File: src/rtl/pi_txn_queue.sv
`default_nettype none
// ============================================================================
// Module   : pi_txn_queue
// Purpose  : Decodes Pi register writes into 68k bus commands, buffers them
//            in order and issues them one at a time to the bus-cycle engine.
// Revision : 1.0 - initial release
// ============================================================================
module pi_txn_queue #(
    parameter int DEPTH = 4,
    parameter int AW    = 24,
    parameter int DW    = 16
) (
    input  logic                   c200m,
    input  logic                   reset_n,
    input  logic [1:0]             pi_sa,
    input  logic [DW-1:0]          pi_sd,
    input  logic                   pi_swe,
    input  logic                   flush,
    output logic                   pi_busy,
    output logic                   op_req,
    output logic [AW-1:0]          op_addr,
    output logic [DW-1:0]          op_data,
    output logic                   op_rw,
    output logic                   op_uds_n,
    output logic                   op_lds_n,
    input  logic                   op_ack,
    output logic [$clog2(DEPTH):0] q_count,
    output logic                   overflow
);

    localparam int PW = $clog2(DEPTH);
    localparam int CW = PW + 1;
    localparam int HW = AW - DW;

    localparam logic [1:0]    c_SA_DATA    = 2'd0;
    localparam logic [1:0]    c_SA_ADDR_LO = 2'd1;
    localparam logic [1:0]    c_SA_ADDR_HI = 2'd2;
    localparam logic [0:0]    c_ST_IDLE    = 1'b0;
    localparam logic [0:0]    c_ST_WAIT    = 1'b1;
    localparam logic [CW-1:0] c_FULL       = CW'(DEPTH);

    logic [1:0]    r_swe_sync;
    logic          r_swe_d;
    logic          r_evt;
    logic [DW-1:0] r_data_hold;
    logic [DW-1:0] r_addr_lo;

    logic [AW-1:0] r_q_addr [DEPTH];
    logic [DW-1:0] r_q_data [DEPTH];
    logic          r_q_rw   [DEPTH];
    logic          r_q_uds_n[DEPTH];
    logic          r_q_lds_n[DEPTH];

    logic [PW-1:0] r_wr_ptr;
    logic [PW-1:0] r_rd_ptr;
    logic [CW-1:0] r_count;
    logic          r_overflow;
    logic          r_txn_open;
    logic          r_rd_wait;

    logic [AW-1:0] r_op_addr;
    logic [DW-1:0] r_op_data;
    logic          r_op_rw;
    logic          r_op_uds_n;
    logic          r_op_lds_n;

    logic [0:0]    r_state;
    logic [0:0]    w_state_nxt;
    logic          w_issue;
    logic          w_ack_done;

    logic          w_full;
    logic          w_push_req;
    logic          w_push;
    logic          w_new_rw;
    logic          w_new_byte;
    logic [AW-1:0] w_new_addr;
    logic          w_new_uds_n;
    logic          w_new_lds_n;

    // Pi strobe is asynchronous: two-flop synchroniser, then a one-cycle event
    always_ff @(posedge c200m or negedge reset_n) begin
        if (!reset_n) begin
            r_swe_sync <= '0;
            r_swe_d    <= 1'b0;
            r_evt      <= 1'b0;
        end else begin
            r_swe_sync <= {r_swe_sync[0], pi_swe};
            r_swe_d    <= r_swe_sync[1];
            r_evt      <= r_swe_sync[1] & ~r_swe_d;
        end
    end

    always_ff @(posedge c200m or negedge reset_n) begin
        if (!reset_n) begin
            r_data_hold <= '0;
            r_addr_lo   <= '0;
        end else if (r_evt) begin
            if (pi_sa == c_SA_DATA)    r_data_hold <= pi_sd;
            if (pi_sa == c_SA_ADDR_LO) r_addr_lo   <= pi_sd;
        end
    end

    assign w_full      = (r_count == c_FULL);
    assign w_push_req  = r_evt && (pi_sa == c_SA_ADDR_HI);
    // Flush empties the queue, so a push arriving with it always has room
    assign w_push      = w_push_req && (!w_full || flush);
    assign w_new_rw    = pi_sd[9];
    assign w_new_byte  = pi_sd[8];
    assign w_new_addr  = {pi_sd[HW-1:0], r_addr_lo};
    assign w_new_uds_n = w_new_byte &  r_addr_lo[0];
    assign w_new_lds_n = w_new_byte & ~r_addr_lo[0];

    always_ff @(posedge c200m) begin
        if (w_push) begin
            r_q_addr[r_wr_ptr]  <= w_new_addr;
            r_q_data[r_wr_ptr]  <= r_data_hold;
            r_q_rw[r_wr_ptr]    <= w_new_rw;
            r_q_uds_n[r_wr_ptr] <= w_new_uds_n;
            r_q_lds_n[r_wr_ptr] <= w_new_lds_n;
        end
    end

    always_ff @(posedge c200m or negedge reset_n) begin
        if (!reset_n) begin
            r_wr_ptr   <= '0;
            r_rd_ptr   <= '0;
            r_count    <= '0;
            r_overflow <= 1'b0;
            r_txn_open <= 1'b0;
            r_rd_wait  <= 1'b0;
            r_op_addr  <= '0;
            r_op_data  <= '0;
            r_op_rw    <= 1'b1;
            r_op_uds_n <= 1'b1;
            r_op_lds_n <= 1'b1;
        end else begin
            r_wr_ptr <= r_wr_ptr + PW'(w_push);
            if (flush) begin
                r_rd_ptr <= r_wr_ptr;
                r_count  <= CW'(w_push);
            end else begin
                r_rd_ptr <= r_rd_ptr + PW'(w_issue);
                r_count  <= r_count + CW'(w_push) - CW'(w_issue);
            end

            if (flush)
                r_overflow <= 1'b0;
            else if (w_push_req && w_full)
                r_overflow <= 1'b1;

            if (r_evt && (pi_sa == c_SA_ADDR_LO))
                r_txn_open <= 1'b1;
            else if (w_push)
                r_txn_open <= 1'b0;

            // A read holds the Pi until its own bus cycle finishes
            if (w_push && w_new_rw)
                r_rd_wait <= 1'b1;
            else if ((w_ack_done && r_op_rw) ||
                     (flush && !((r_state == c_ST_WAIT) && r_op_rw)))
                r_rd_wait <= 1'b0;

            if (w_issue) begin
                r_op_addr  <= r_q_addr[r_rd_ptr];
                r_op_data  <= r_q_data[r_rd_ptr];
                r_op_rw    <= r_q_rw[r_rd_ptr];
                r_op_uds_n <= r_q_uds_n[r_rd_ptr];
                r_op_lds_n <= r_q_lds_n[r_rd_ptr];
            end
        end
    end

    always_ff @(posedge c200m or negedge reset_n) begin
        if (!reset_n)
            r_state <= c_ST_IDLE;
        else
            r_state <= w_state_nxt;
    end

    always_comb begin
        w_state_nxt = r_state;
        case (r_state)
            c_ST_IDLE: if (w_issue) w_state_nxt = c_ST_WAIT;
            c_ST_WAIT: if (op_ack)  w_state_nxt = c_ST_IDLE;
            default:                w_state_nxt = c_ST_IDLE;
        endcase
    end

    always_comb begin
        w_issue    = 1'b0;
        w_ack_done = 1'b0;
        case (r_state)
            c_ST_IDLE: w_issue    = (r_count != '0) && !flush;
            c_ST_WAIT: w_ack_done = op_ack;
            default: ;
        endcase
    end

    // The head entry is shown directly during the issue cycle, then held
    assign op_req   = w_issue;
    assign op_addr  = w_issue ? r_q_addr[r_rd_ptr]  : r_op_addr;
    assign op_data  = w_issue ? r_q_data[r_rd_ptr]  : r_op_data;
    assign op_rw    = w_issue ? r_q_rw[r_rd_ptr]    : r_op_rw;
    assign op_uds_n = w_issue ? r_q_uds_n[r_rd_ptr] : r_op_uds_n;
    assign op_lds_n = w_issue ? r_q_lds_n[r_rd_ptr] : r_op_lds_n;

    assign q_count  = r_count;
    assign overflow = r_overflow;
    assign pi_busy  = r_txn_open | r_rd_wait | w_full;

endmodule
`default_nettype wire

File: config.mk
export PLATFORM = sky130hd
export DESIGN_NAME = pi_txn_queue
export DESIGN_NICKNAME = d
export VERILOG_FILES = /design/src/rtl/pi_txn_queue.sv
export SDC_FILE = /design/constraint.sdc
export NUM_CORES = 1
export LEC_CHECK = 0
export ABC_AREA = 1
export CAP_MARGIN = 10
export CORE_AREA = 2 2 193 195
export DETAILED_ROUTE_END_ITERATION = 8
export DIE_AREA = 0 0 195 197
export SYNTH_ARGS = -nofsm -noshare
export SYNTH_HDL_FRONTEND = slang
export SYNTH_SLANG_ARGS = --single-unit
File: constraint.sdc
create_clock -name c200m -period 4.15 [get_ports c200m]
set_input_delay 0.83 -clock c200m [delete_from_list [all_inputs] [get_ports c200m]]
set_output_delay 0.83 -clock c200m [all_outputs]
set_load 0.05 [all_outputs]
==> results.yml, run 1 <==
status:
  outcome: "completed"
clock_network:
  numCtsBuffers: 29
  cts.hold.buffers_added: 0
  post-cts-setup-buffers: 0
  clk_latency_ps: 550
  cts_max_level: 1
  cts_resized: 0
  cts.sinks: 262
  clk_pin_slew_ps: 60
  clockRootBuffer: "clkbuf_16"
  cts_tree: "done"
  cts.path.max_buffers: 3
synthesis:
  synth-seq-cells: 262
  ys_warn_count: 0
  netlist_instances: 1051
  ys_types: 25
  synthDominantCellAreaShare_pct: 48.0
  yosys-top-cells-area: "edfxtp_1 (48%), dfrtp_1 (20%), nand2_1 (14%), inv_1 (6.9%), nand3_1 (4.3%)"
  ys_seq_area_share_pct: 69.0
  yosysTopAreaCell: "edfxtp_1"
  syn_nets: 1079
  synth_area_per_cell_um2: 10.2
  syn-cell-area_um2: 10800
power:
  power_density_nw_per_um2: 765
  peakVddDrop_mv: 0.383
  leakage_nw: 6.18
worst_setup_path:
  crit_path_frequent_cell: "nand2_1"
  rrSetupSlack_ps: 1860
  worstSetupStartpointType: "flop"
  worst-setup-path-type: "flop to output pin"
  path_buf_inv: 3
  r2r-end: "q_count[2]"
  critical_path.cell_chain: "inv_2 -> buf_4 -> nand2_1 -> nand3_1 -> nand2_1 -> nand2_1 -> nand2_1 -> buf_12"
  rr_startpoint: "q_count[1]"
  crit_path_top_delay_cell: "inv_2"
  required_ps: 3320
  worstRegToRegCells: 11
  arrival_ps: 2560
  worst_path_largest_cell_delay_ps: 660
  end_kind: "output pin"
  cp_top_family: "buffers and inverters"
  cp_max_fo: 48
placed_design:
  dp.cells: 1566
  routabilityCongestion: 0.726
  io_buffers: 71
  dpl.hpwl_mm: 14.2
floorplan:
  die_x_um: 195
  dieArea_um2: 38400
  io-pin-count: 72
  initial_utilization_pct: 29.7
  die_y_um: 197
  coreArea_um2: 36300
  rows: 70
route:
  drcViolationCount: 0
  wl_mm: 23.9
  wl_per_cell_um: 14.7
  vias: 6849
  firstDrtPassIters: 4
  drt_iter0_drc: 468
  vias_per_cell: 4.23
  final_antenna_net_count: 0
global_route:
  antenna_found_initial: 1
  grt_first_pass_wirelength_mm: 38.1
  grt_max_degree: 88
  overflow: 0
  grtUsageTotal_pct: 12.7
  grt_pass1_vias: 6918
sta:
  layout_worst_path_cycle_share_pct: 81.7
  hold_slack_ps: 323
  grt_setup_unrepaired: "no"
  fmax_mhz: 295
  maxSlewHeadroom_pct: 34.0
  finalHoldViolations: 0
  fin_crit_ps: 3390
  worstMarginPinSlew_ps: 990
  slew_violations: 0
  finClkSkew_ps: 16.2
  setup-violations-final: 0
flow_run:
  cap_violations: 0
final_layout:
  mostFrequentLayoutCells: "nand2_1 (391), inv_1 (198), edfxtp_1 (172)"
  drive_above_1_share_pct: 11.4
  fin_cells: 1621
  syn_to_final_growth_pct: 24.2
  layout_commonest_cell: "nand2_1"
  fin_nets: 1157
hold_path:
  min_path_type: "input pin to async pin"
==> cell usage after synthesis <==
| cell | number |
|---|---|
| a21oi_1 | 1 |
| a21oi_4 | 1 |
| buf_2 | 25 |
| buf_4 | 1 |
| buf_6 | 10 |
| clkbuf_1 | 6 |
| dfrtp_1 | 87 |
| dfstp_2 | 3 |
| edfxtp_1 | 172 |
| fa_1 | 1 |
| ha_1 | 4 |
| inv_1 | 198 |
| inv_2 | 4 |
| inv_4 | 1 |
| nand2_1 | 391 |
| nand2_2 | 1 |
| nand3_1 | 93 |
| nand3_2 | 1 |
| nor2_1 | 5 |
| nor2_4 | 1 |
| nor3_1 | 4 |
| o21ai_0 | 38 |
| or2_2 | 1 |
| xnor2_1 | 1 |
| xor2_1 | 1 |
==> worst max path at each step <==
stage / start / end / slack (ps) / cells past startpoint
after detailed placement: flush / op_data[14] / 770 / 8
after global routing: r_rd_ptr[0] / op_data[3] / 540 / 8
after CTS: r_rd_ptr[0] / op_data[4] / 670 / 8
after global placement: flush / op_data[14] / 790 / 8
final: r_rd_ptr[0] / op_data[3] / 760 / 8
after floorplan: pi_sa[0] / r_q_addr[2][0] / -470 / 5
==> cell type report <==
type | count | area (um^2)
fill | 3597 | 22900
sequential | 262 | 7420
multi-input combinational | 544 | 2320
timing repair buffer | 89 | 1320
inverter | 203 | 764
clock buffer | 33 | 761
tap | 468 | 586
clock inverter | 21 | 181
antenna | 1 | 2.50
==> power breakdown <==
group	switching (W)	internal [W]
combinational	0.00268	0.00166
sequential	0.000181	0.00321
clock	0.00105	0.00145
==> kinds of logic (layout without fill, tap and decap cells) <==
kind of cell,count (synthesis),after routing,synth area share (%)
other,0,1,0
flip-flops,262,262,69.0
AND/OR/NAND/NOR,497,497,18.6
buffers and inverters,245,346,9.60
adder cells (fa/ha/maj),5,5,0.651
XOR/XNOR,2,2,0.163
AO/OA/AOI/OAI,40,40,1.97
==> registers in the layout (all words and copies together) (netlist names), 16 cells and up <==
register     cells
r_q_addr        96
r_q_data        64
r_data_hold     16
r_addr_lo       16
r_op_data       16
r_op_addr       24
==> worst register-to-register path, stage by stage, from the launching register on <==
cell     delay (ps)
dfrtp_1         450
nor2_4          200
nand3_1         100
nand2_1         300
ha_1            300
inv_1            60
ha_1            130
inv_1            50
fa_1            410
nand3_1          90
nand2_1          50
nor2_1           90
==> per-layer routing <==
metal	vias to the layer above	share of wire, %	global-route usage, %
li1	3434	-	-
met1	3263	44	16.2
met2	118	49	22.6
met3	34	4.6	2.19
met4	0	1.7	3.19
met5	-	0	0
==> per-stage QoR <==
stage | util, % | power [W] | worst slack [ps] | setup TNS, ps | instance area (um^2)
finish | 36.9 | 0.0102 | 760 | 0 | 13400
global route | 36.8 | 0.0108 | 543 | 0 | 13400
CTS | 36.8 | 0.0104 | 674 | 0 | 13400
detailed placement | 34.2 | 0.00786 | 771 | 0 | 12400
global placement | 34.2 | 0.00783 | 789 | 0 | 12400
floorplan | - | 0.00592 | -466 | -80200 | 10800
Note: power is estimated with default switching activity, not from simulation.
==> run 2, diff against run 1 <==
clock period = 3.4 ns   (was 4.15 ns; I/O delays follow)
==> results.yml, run 2 (same netlist as run 1, synthesis figures left out) <==
route:
  final_antenna_net_count: 0
  drcViolationCount: 0
  vias: 6836
  wl_per_cell_um: 15.3
  wl_mm: 24.8
  firstDrtPassIters: 5
  drt_iter0_drc: 310
  vias_per_cell: 4.21
floorplan:
  dieArea_um2: 38400
  coreArea_um2: 36300
  initial_utilization_pct: 29.7
  die_x_um: 195
  die_y_um: 197
  rows: 70
  io-pin-count: 72
worst_setup_path:
  arrival_ps: 2410
  path_buf_inv: 2
  cp_max_fo: 42
  worst-setup-path-type: "flop to output pin"
  cp_top_family: "buffers and inverters"
  worst_path_largest_cell_delay_ps: 630
  critical_path.cell_chain: "buf_4 -> nand2_1 -> nand3_1 -> nand2_1 -> nand2_1 -> nand2_1 -> buf_12"
  end_kind: "output pin"
  required_ps: 2720
  crit_path_top_delay_cell: "dfrtp_2"
  crit_path_frequent_cell: "nand2_1"
  worstSetupStartpointType: "flop"
final_layout:
  fin_nets: 1157
  finish.instance_area_um2: 13600
  top_regs: "r_q_addr x96, r_q_data x64, r_op_addr x24"
  drive_above_1_share_pct: 11.4
  largest_register_ffs: 96
  layout_commonest_cell: "nand2_1"
  regMostFlops: "r_q_addr"
  fin_cells: 1622
  mostFrequentLayoutCells: "nand2_1 (391), inv_1 (198), edfxtp_1 (172)"
  syn_to_final_growth_pct: 26.2
placed_design:
  dp.cells: 1565
  pre_cts_ws_ps: 458
  placement.cell_area_um2: 12500
  dpl.hpwl_mm: 14.2
  routabilityCongestion: 0.747
  io_buffers: 71
sta:
  fmax_mhz: 324
  final.setup.worst_slack_ps: 315
  setup-violations-final: 0
  finClkSkew_ps: 26.5
  slew_violations: 0
  timing.setup.tns_ps: 0
  grt_setup_unrepaired: "no"
  fin_crit_ps: 3090
  finalHoldViolations: 0
  layout_worst_path_cycle_share_pct: 90.7
  maxSlewHeadroom_pct: 53.0
  hold_slack_ps: 159
  worstMarginPinSlew_ps: 705
power:
  peakVddDrop_mv: 0.531
  power_density_nw_per_um2: 956
  leakage_nw: 6.25
clock_network:
  cts.hold.buffers_added: 0
  cts.path.max_buffers: 3
  clockRootBuffer: "clkbuf_16"
  clk_latency_ps: 570
  cts_tree: "done"
  clk_pin_slew_ps: 60
  post-cts-setup-buffers: 0
  numCtsBuffers: 30
  cts_max_level: 1
  cts_resized: 0
  cts.sinks: 262
global_route:
  grtUsageTotal_pct: 13.2
  antenna_found_initial: 2
  grt_first_pass_wirelength_mm: 39.3
  overflow: 0
  grt_max_degree: 87
  grt_pass1_vias: 6918
flow_run:
  cap_violations: 0
status:
  outcome: "completed"
hold_path:
  min_path_type: "input pin to async pin"
-- run 2: changes by cell type in the layout (fill, tap and decap cells not counted), sizes merged --
cell and change:
buf -1, clkinv -5, clkinvlp +1, clkbuf +4, inv -2, bufinv +4
-- run 2: final cells by class --
cell class | instances | area [um^2]
clock buffers | 37 | 797
clock inverters | 19 | 290
diodes | 1 | 2.50
flip-flops and latches | 262 | 7420
well taps | 468 | 586
repair buffers | 88 | 1390
multi-input cells | 544 | 2320
inverters | 203 | 764
fillers | 3511 | 22700
-- run 2: metal layers --
layer | global-route usage (%) | wire, um
met5 | 0 | 12
met4 | 3.34 | 435
met3 | 2.53 | 1110
met2 | 23.5 | 12300
met1 | 16.6 | 11000
-- run 2: worst paths after layout --
kind	slack, ps	from	endpoint	cells after the start
min reg2reg	350	r_swe_sync[0]	r_swe_sync[1]	0
max	310	r_rd_ptr[0]	op_addr[8]	7
min in group c200m	350	r_swe_sync[0]	r_swe_sync[1]	0
min	160	reset_n	r_op_data[7]	1
max reg2reg	1310	q_count[1]	q_count[2]	10
max in group asynchronous	2450	reset_n	r_op_rw	2
-- run 2: through the flow --
step                total power [W]  util, %
floorplan                   0.00722        -
global placement            0.00962     34.4
detailed placement          0.00965     34.4
CTS                          0.0132     37.4
global route                 0.0137     37.4
finish                       0.0130     37.4
-- run 2: report_power, final --
part | total [W] | internal [W] | leakage [nW] | switching [W]
sequential | 0.00417 | 0.00392 | 2.68 | 0.000258
combinational | 0.00533 | 0.00205 | 3.06 | 0.00328
clock | 0.00348 | 0.00213 | 0.515 | 0.00134
==> run 3, diff against run 2 <==
CTS_CLUSTER_DIAMETER = 40   (was unset)
==> results.yml, run 3 (same netlist as run 1, synthesis figures left out) <==
route:
  wl_per_cell_um: 15.3
  final_antenna_net_count: 0
  vias: 7002
  vias_per_cell: 4.24
  drcViolationCount: 0
  drt_iter0_drc: 374
  wl_mm: 25.2
  firstDrtPassIters: 5
sta:
  fmax_mhz: 326
  finalHoldViolations: 0
  slew_violations: 0
  worstMarginPinSlew_ps: 713
  setup-violations-final: 0
  fin_crit_ps: 3070
  hold_slack_ps: 174
  finClkSkew_ps: 22.7
  layout_worst_path_cycle_share_pct: 90.2
  maxSlewHeadroom_pct: 52.5
  final.setup.worst_slack_ps: 333
  grt_setup_unrepaired: "no"
clock_network:
  cts_resized: 0
  post-cts-setup-buffers: 0
  clk_pin_slew_ps: 50
  numCtsBuffers: 46
  cts.hold.buffers_added: 0
  cts.path.max_buffers: 3
  clockRootBuffer: "clkbuf_16"
  cts.sinks: 262
  clk_latency_ps: 570
  cts_tree: "done"
  cts_max_level: 2
power:
  p_sw_w: 0.00532
  p_seq_share_pct: 29.5
  leakage_nw: 6.52
  internal_power_w: 0.00886
  switching_share_pct: 37.5
  combPwrFrac_pct: 37.6
  power_density_nw_per_um2: 1010
  pwr-share-clk_pct: 32.9
  peakVddDrop_mv: 0.599
placed_design:
  dpl.hpwl_mm: 14.2
  routabilityCongestion: 0.747
  io_buffers: 71
  pre_cts_ws_ps: 458
final_layout:
  mostFrequentLayoutCells: "nand2_1 (391), inv_1 (198), edfxtp_1 (172)"
  top_regs: "r_q_addr x96, r_q_data x64, r_op_addr x24"
  drive_above_1_share_pct: 13.9
  largest_register_ffs: 96
  fin_nets: 1173
  syn_to_final_growth_pct: 30.9
  regMostFlops: "r_q_addr"
  layout_commonest_cell: "nand2_1"
worst_setup_path:
  crit_path_frequent_cell: "nand2_1"
  crit_start: "r_rd_ptr[0]"
  crit_path_top_delay_cell: "dfrtp_2"
  critical_path.cell_chain: "buf_4 -> nand2_1 -> nand3_1 -> nand2_1 -> nand2_1 -> nand2_1 -> buf_12"
  required_ps: 2720
  worst-setup-path-type: "flop to output pin"
  cp_max_fo: 42
  arrival_ps: 2390
  end_kind: "output pin"
  worst_path_largest_cell_delay_ps: 620
  path_buf_inv: 2
  cp_top_family: "buffers and inverters"
  rr_startpoint: "q_count[1]"
  worstSetupStartpointType: "flop"
floorplan:
  coreArea_um2: 36300
  rows: 70
  die_y_um: 197
  die_x_um: 195
  io-pin-count: 72
  dieArea_um2: 38400
  initial_utilization_pct: 29.7
global_route:
  grtUsageTotal_pct: 13.6
  grt_max_degree: 87
  antenna_found_initial: 2
  overflow: 0
  grt_pass1_vias: 7131
  grt_first_pass_wirelength_mm: 39.8
status:
  outcome: "completed"
flow_run:
  cap_violations: 0
hold_path:
  min_path_type: "input pin to async pin"
run 3: routing by layer:
metal	track usage, %	routed length (um)
met3	3.94	1470
met4	4.66	532
met2	23.2	12300
met5	0	12
met1	16.4	10900
run 3: per-stage QoR:
step           instances  power (W)  utilization (%)  instance area [um^2]  setup TNS, ps
6_report            1652     0.0142             38.8                 14100              0
5_1_grt             1651     0.0149             38.8                 14100              0
4_1_cts             1651     0.0144             38.8                 14100              0
3_5_place_dp        1565    0.00965             34.4                 12500              0
3_3_place_gp        1565    0.00962             34.4                 12500              0
2_1_floorplan       1051    0.00722                -                 10800        -195820
run 3: worst reg2reg max path: stages, from the launching register on:
cell     delay, ps
dfrtp_1        470
nor2_4         200
nand3_1        110
nand2_1        110
ha_1           250
inv_1           60
ha_1           130
inv_1           50
fa_1           420
a21oi_1        140
nor2_1          60
run 3: area by class of cell:
class                      count  area (um^2)
multi-input combinational    544         2320
fill                        3472        22200
tap                          468          586
sequential                   262         7420
antenna                        1         2.50
inverter                     203          764
clock buffer                  50         1210
timing repair buffer          88         1390
clock inverter                36          384
run 3: power groups by stage:
stage | combinational, W | sequential, W | clock (W)
global route | 0.00575 | 0.00423 | 0.00492
detailed placement | 0.00542 | 0.00423 | 0
global placement | 0.00540 | 0.00422 | 0
floorplan | 0.00303 | 0.00419 | 0
CTS | 0.00544 | 0.00418 | 0.00478
finish | 0.00534 | 0.00418 | 0.00466
run 3: final timing paths:
| check | depth (start not counted) | endpoint | slack [ps] |
|---|---|---|---|
| worst max-delay path | 7 | op_addr[8] | 330 |
| worst min-delay path | 1 | r_op_data[13] | 170 |
| worst max register to register | 10 | q_count[2] | 1310 |
| worst min register to register | 0 | r_swe_sync[1] | 350 |
| max in group asynchronous | 2 | r_op_rw | 2430 |
| min in group c200m | 0 | r_swe_sync[1] | 350 |
